[config.mk]
export PLATFORM = sky130hd
export DESIGN_NAME = tart_vis_prefetch
export DESIGN_NICKNAME = d
export VERILOG_FILES = /design/src/rtl/tart_vis_prefetch.sv
export SDC_FILE = /design/constraint.sdc
export NUM_CORES = 1
export LEC_CHECK = 0
export BUFFER_PORTS_ARGS = -buffer_cell sky130_fd_sc_hd__buf_2
export CORE_ASPECT_RATIO = 1.4
export CORE_MARGIN = 10
export CORE_UTILIZATION = 53
export CTS_CLUSTER_DIAMETER = 100
export DETAILED_ROUTE_END_ITERATION = 16
export HOLD_SLACK_MARGIN = 0.03
export PLACE_DENSITY_LB_ADDON = 0.12
export SLEW_MARGIN = 30
export SYNTH_ARGS = -nofsm -noshare
export SYNTH_HDL_FRONTEND = slang
export SYNTH_SLANG_ARGS = --single-unit
[constraint.sdc]
create_clock -name clk_i -period 3.7 [get_ports clk_i]
set_input_delay 0.555 -clock clk_i [delete_from_list [all_inputs] [get_ports clk_i]]
set_output_delay 0.555 -clock clk_i [all_outputs]
set_load 0.1 [all_outputs]
[src/rtl/tart_vis_prefetch.sv]
// Visibility prefetch sequencer: on a bank-swap pulse, reads every visibility
// word of every correlator block over the read bus and copies it into the
// host readback RAM, then flags the set as available to the host.
module tart_vis_prefetch #(
   parameter int ACCUM   = 32,
   parameter int ABITS   = 10,
   parameter int BLOCKS  = 6,
   parameter int WORDS   = 128,
   parameter int RBITS   = 10,
   parameter int TIMEOUT = 255
) (
   input  logic             clk_i,
   input  logic             rst,
   input  logic             enable,
   input  logic             switch,
   output logic             cyc_o,
   output logic             stb_o,
   output logic             we_o,
   output logic             bst_o,
   output logic [ABITS-1:0] adr_o,
   input  logic             ack_i,
   input  logic [ACCUM-1:0] dat_i,
   output logic             ram_we_o,
   output logic [RBITS-1:0] ram_adr_o,
   output logic [ACCUM-1:0] ram_dat_o,
   output logic             available_o,
   input  logic             vis_ack_i,
   output logic             busy_o,
   output logic             overrun_o,
   output logic             timeout_o,
   input  logic             clear_i
);

   localparam int WBITS = (WORDS > 1) ? $clog2(WORDS) : 1;
   localparam int BBITS = (BLOCKS > 1) ? $clog2(BLOCKS) : 1;
   localparam int TBITS = $clog2(TIMEOUT + 1);

   typedef enum logic [1:0] {
      IDLE = 2'd0,
      READ = 2'd1,
      GAP  = 2'd2,
      DONE = 2'd3
   } state_t;

   state_t           state;
   state_t           state_nx;
   logic [WBITS-1:0] word;
   logic [BBITS-1:0] blk;
   logic [TBITS-1:0] tcnt;
   logic             pending;

   logic             last_word;
   logic             last_blk;
   logic             start;
   logic             abort;
   logic             accepted;
   logic             word_ack;
   logic [RBITS-1:0] ram_idx;

   assign last_word = (word == WBITS'(WORDS - 1));
   assign last_blk  = (blk == BBITS'(BLOCKS - 1));
   assign accepted  = switch & enable;
   assign start     = (state == IDLE) & (switch | pending) & enable;
   assign word_ack  = (state == READ) & ack_i;
   // An ack on the final allowed cycle still counts as a good read.
   assign abort     = (state == READ) & ~ack_i & (tcnt == TBITS'(TIMEOUT - 1));

   assign adr_o   = ABITS'({blk, word});
   assign ram_idx = RBITS'(blk) * RBITS'(WORDS) + RBITS'(word);
   assign we_o    = 1'b0;
   assign busy_o  = (state != IDLE);

   // State register.
   always_ff @(posedge clk_i or posedge rst) begin
      if (rst) state <= IDLE;
      else     state <= state_nx;
   end

   // Next-state and bus strobes; strobes decode straight from the state so reset clears them at once.
   always_comb begin
      state_nx = state;
      cyc_o    = 1'b0;
      stb_o    = 1'b0;
      bst_o    = 1'b0;
      case (state)
         IDLE: begin
            if (start) state_nx = READ;
         end
         READ: begin
            cyc_o = 1'b1;
            stb_o = 1'b1;
            bst_o = ~last_word;
            if (ack_i) begin
               if (last_word && last_blk) state_nx = DONE;
               else                       state_nx = GAP;
            end else if (abort) begin
               state_nx = IDLE;
            end
         end
         GAP: begin
            cyc_o    = 1'b1;
            state_nx = READ;
         end
         DONE: begin
            state_nx = IDLE;
         end
         default: state_nx = IDLE;
      endcase
   end

   // Word/block sweep counters and the per-READ ack watchdog.
   always_ff @(posedge clk_i or posedge rst) begin
      if (rst) begin
         word <= '0;
         blk  <= '0;
         tcnt <= '0;
      end else begin
         if (state == GAP) begin
            if (last_word) begin
               word <= '0;
               blk  <= blk + BBITS'(1);
            end else begin
               word <= word + WBITS'(1);
            end
         end else if (state == DONE || abort) begin
            word <= '0;
            blk  <= '0;
         end
         if (state != READ)  tcnt <= '0;
         else if (!ack_i)    tcnt <= tcnt + TBITS'(1);
      end
   end

   // Capture each acknowledged word into the readback RAM one cycle later.
   always_ff @(posedge clk_i or posedge rst) begin
      if (rst) begin
         ram_we_o  <= 1'b0;
         ram_adr_o <= '0;
         ram_dat_o <= '0;
      end else begin
         ram_we_o <= word_ack;
         if (word_ack) begin
            ram_adr_o <= ram_idx;
            ram_dat_o <= dat_i;
         end
      end
   end

   // Pending sweep request: a swap during a sweep is queued once; an aborted sweep drops it.
   always_ff @(posedge clk_i or posedge rst) begin
      if (rst)                               pending <= 1'b0;
      else if (abort)                        pending <= 1'b0;
      else if (accepted && state != IDLE)    pending <= 1'b1;
      else if (start)                        pending <= 1'b0;
   end

   // Host-visible status flags; a new event wins over a simultaneous clear or consume.
   always_ff @(posedge clk_i or posedge rst) begin
      if (rst) begin
         available_o <= 1'b0;
         overrun_o   <= 1'b0;
         timeout_o   <= 1'b0;
      end else begin
         if (state == DONE)             available_o <= 1'b1;
         else if (start || vis_ack_i)   available_o <= 1'b0;

         if (accepted && (state != IDLE || (available_o && !vis_ack_i)))
            overrun_o <= 1'b1;
         else if (clear_i)
            overrun_o <= 1'b0;

         if (abort)        timeout_o <= 1'b1;
         else if (clear_i) timeout_o <= 1'b0;
      end
   end

endmodule
==> out/metrics.yaml <==
yosys:
  synth_top_area_cell: "dfrtp_1"
  ys.flop_type: "dfrtp_1"
  avgSynthCellArea_sq_um: 12.5
  yosysTopAreaCellShare: 0.583
  syn_area_sq_um: 2880
  synth_cell_types: 38
  ys_seq_area_frac: 0.583
  netlist_instances: 231
  async_reset_ff_frac: 1.00
  ys_ff_latch: 67
  synthTopCellsByArea: "dfrtp_1 58%, mux2_2 15%, ha_1 3.9%, nor2_1 2.3%, o21ai_0 2.1%"
  synth_nets: 279
  yosys_warnings: 0
  synth-edff-count: 0
drt:
  antenna_left: 0
  via_per_inst: 5.08
  wl_mm: 6.31
  detail_route.iter0.violations: 126
  num_vias: 2042
  post_drt_wl_per_cell_microns: 15.7
  drc_errors: 0
  dr.pass1.iters: 4
floorplan:
  fp.dieH_microns: 107
  initial_core_util: 0.550
  row_count: 31
  coreArea_sq_um: 5240
  design.die.area_sq_um: 8820
  io_pins: 100
  die_width_microns: 82.3
timing:
  min_period_ps: 2470
  finalHoldViolations: 0
  fin_crit_sh: 0.668
  tightest_slew_ps: 886
  slew_viol_final: 0
  fmax_mhz: 404
  skew_ps: 6.17
  rsz0062_at_grt: "no"
  fin_setup_tns_ps: 0
  slew_headroom: 0.408
  finalSetupViolations: 0
critical_path:
  critPathRequiredTime_ps: 3140
  crit_fanout: 11
  reg2regPathDepth: 5
  startpoint_type: "flop"
  arrival_ps: 1920
  crit_type: "flop to primary output"
  cp-end-kind: "primary output"
clock_tree:
  cts_setup_buffers: 0
  clk_transition_reported_paths_ps: 70
  cts_hold_buf: 0
  cts.repair.resized: 0
  cts_root_buffer: "clkbuf_8"
  cts_buffers: 9
  worstSkewPairLatency_ps: 330
  clockBufferDepth: 2
  htree_num_levels: 3
  cts_tree: "built"
  clock_sinks: 67
grt:
  grt_pass1_wl_mm: 10.1
  grt_max_degree: 44
  antenna_found_initial: 0
  grt_pass1_vias: 2150
  grtUsageTotal: 0.148
  gr-total-overflow: 0
run_status:
  status: "finished clean"
layout:
  fillers: 416
  diodes: 0
  fin_cells: 402
  syn_to_final_growth_pct: 25.6
  final_nets: 381
  layout-drive-gt1-share: 0.458
placed_design:
  dpl.hpwl_mm: 4.77
  numPortBuffers: 98
  dp.cells: 388
  gp_congestion: 0.734
worst_hold_path:
  min_path_type: "primary input to async pin"
run:
  cap_violations: 0
## through the flow
stage	setup WS, ps	hold WS [ps]	util	area, sq um
6_report	1230	373	0.690	3610
5_1_grt	1100	397	0.690	3610
4_1_cts	1200	397	0.690	3610
3_5_place_dp	1510	477	0.653	3420
3_3_place_gp	1540	464	0.653	3420
2_1_floorplan	153	510	-	2880
## per-layer routing
layer  vias to the layer above  global-route usage  wire (microns)
met5                         -                   0               0
met4                         0              0.0512              88
met3                         7              0.0719             586
met2                        57               0.245            3220
met1                       976               0.160            2420
li1                       1002                   -               -
## final timing paths
kind | from | endpoint | slack (ps)
max | state[1]$_DFFE_PP0P_ | bst_o | 1230
max reg2reg | state[1]$_DFFE_PP0P_ | ram_dat_o[19]$_DFFE_PP0P_ | 1540
min | rst | ram_dat_o[8]$_DFFE_PP0P_ | 370
min reg2reg | ram_adr_o[8]$_DFFE_PP0P_ | ram_adr_o[8]$_DFFE_PP0P_ | 490
max in group asynchronous | rst | word[3]$_DFFE_PP0P_ | 2450
min in group clk_i | clear_i | timeout_o$_DFFE_PP0P_ | 410
## placed cells by master, fill, tap and decap left out, types with 2 or more instances in the layout
master | Yosys | layout
mux2_2 | 38 | 38
o21ai_0 | 12 | 12
o21a_1 | 2 | 2
nor2b_1 | 2 | 2
a22o_1 | 2 | 2
xor2_1 | 4 | 4
inv_1 | 11 | 10
nand3_1 | 8 | 8
clkbuf_8 | 0 | 9
a211o_1 | 2 | 2
clkbuf_1 | 2 | 2
dfrtp_1 | 67 | 67
inv_2 | 1 | 2
a21oi_1 | 6 | 6
a21o_1 | 2 | 2
nand2_1 | 13 | 13
ha_1 | 9 | 9
mux2_1 | 3 | 3
buf_2 | 5 | 98
xnor2_1 | 4 | 4
nor3_1 | 3 | 3
bufinv_16 | 0 | 2
nor2_1 | 18 | 18
## cell type report
type | instances | area (sq um) | area share
Tap cell | 66 | 82.6 | 0.0228
Clock inverter | 3 | 65.1 | 0.0180
Multi-Input combinational cell | 144 | 1120 | 0.309
Sequential cell | 67 | 1680 | 0.464
Inverter | 12 | 45.0 | 0.0125
Timing Repair Buffer | 99 | 498 | 0.138
Clock buffer | 11 | 131 | 0.0363
## registers in the layout (all words and copies together) (netlist names), 2 cells and up
name and flops:
blk 3, ram_adr_o 10, ram_dat_o 32, state 2, tcnt 8, word 7
## worst max-delay path, cell delays in order (launching register included)
cell	delay [ps]
dfrtp_1	410
inv_1	80
ha_1	280
inv_1	230
nor2_1	150
buf_2	440
## synthesized netlist by cell type (2+ instances only)
| cell | number |
|---|---|
| dfrtp_1 | 67 |
| mux2_2 | 38 |
| nor2_1 | 18 |
| nand2_1 | 13 |
| o21ai_0 | 12 |
| inv_1 | 11 |
| ha_1 | 9 |
| nand3_1 | 8 |
| a21oi_1 | 6 |
| buf_2 | 5 |
| xnor2_1 | 4 |
| xor2_1 | 4 |
| mux2_1 | 3 |
| nor3_1 | 3 |
| a211o_1 | 2 |
| a21o_1 | 2 |
| a22o_1 | 2 |
| clkbuf_1 | 2 |
| nor2b_1 | 2 |
| o21a_1 | 2 |
## kinds of logic (layout without fill, tap and decap cells)
family	count (synthesis)	after routing	share of synthesized area
AOI/OAI and AO/OA	33	33	0.0726
xor gates and xnor gates	8	8	0.0243
adders and majority gates	9	9	0.0391
buffers and inverters	20	125	0.0296
DFF	67	67	0.583
muxes	42	42	0.164
other	1	1	0.00130
and+or+nand+nor	51	51	0.0865
Power is not shown: default switching activity piles up to over one toggle a cycle in this logic, so the estimate is an artifact.
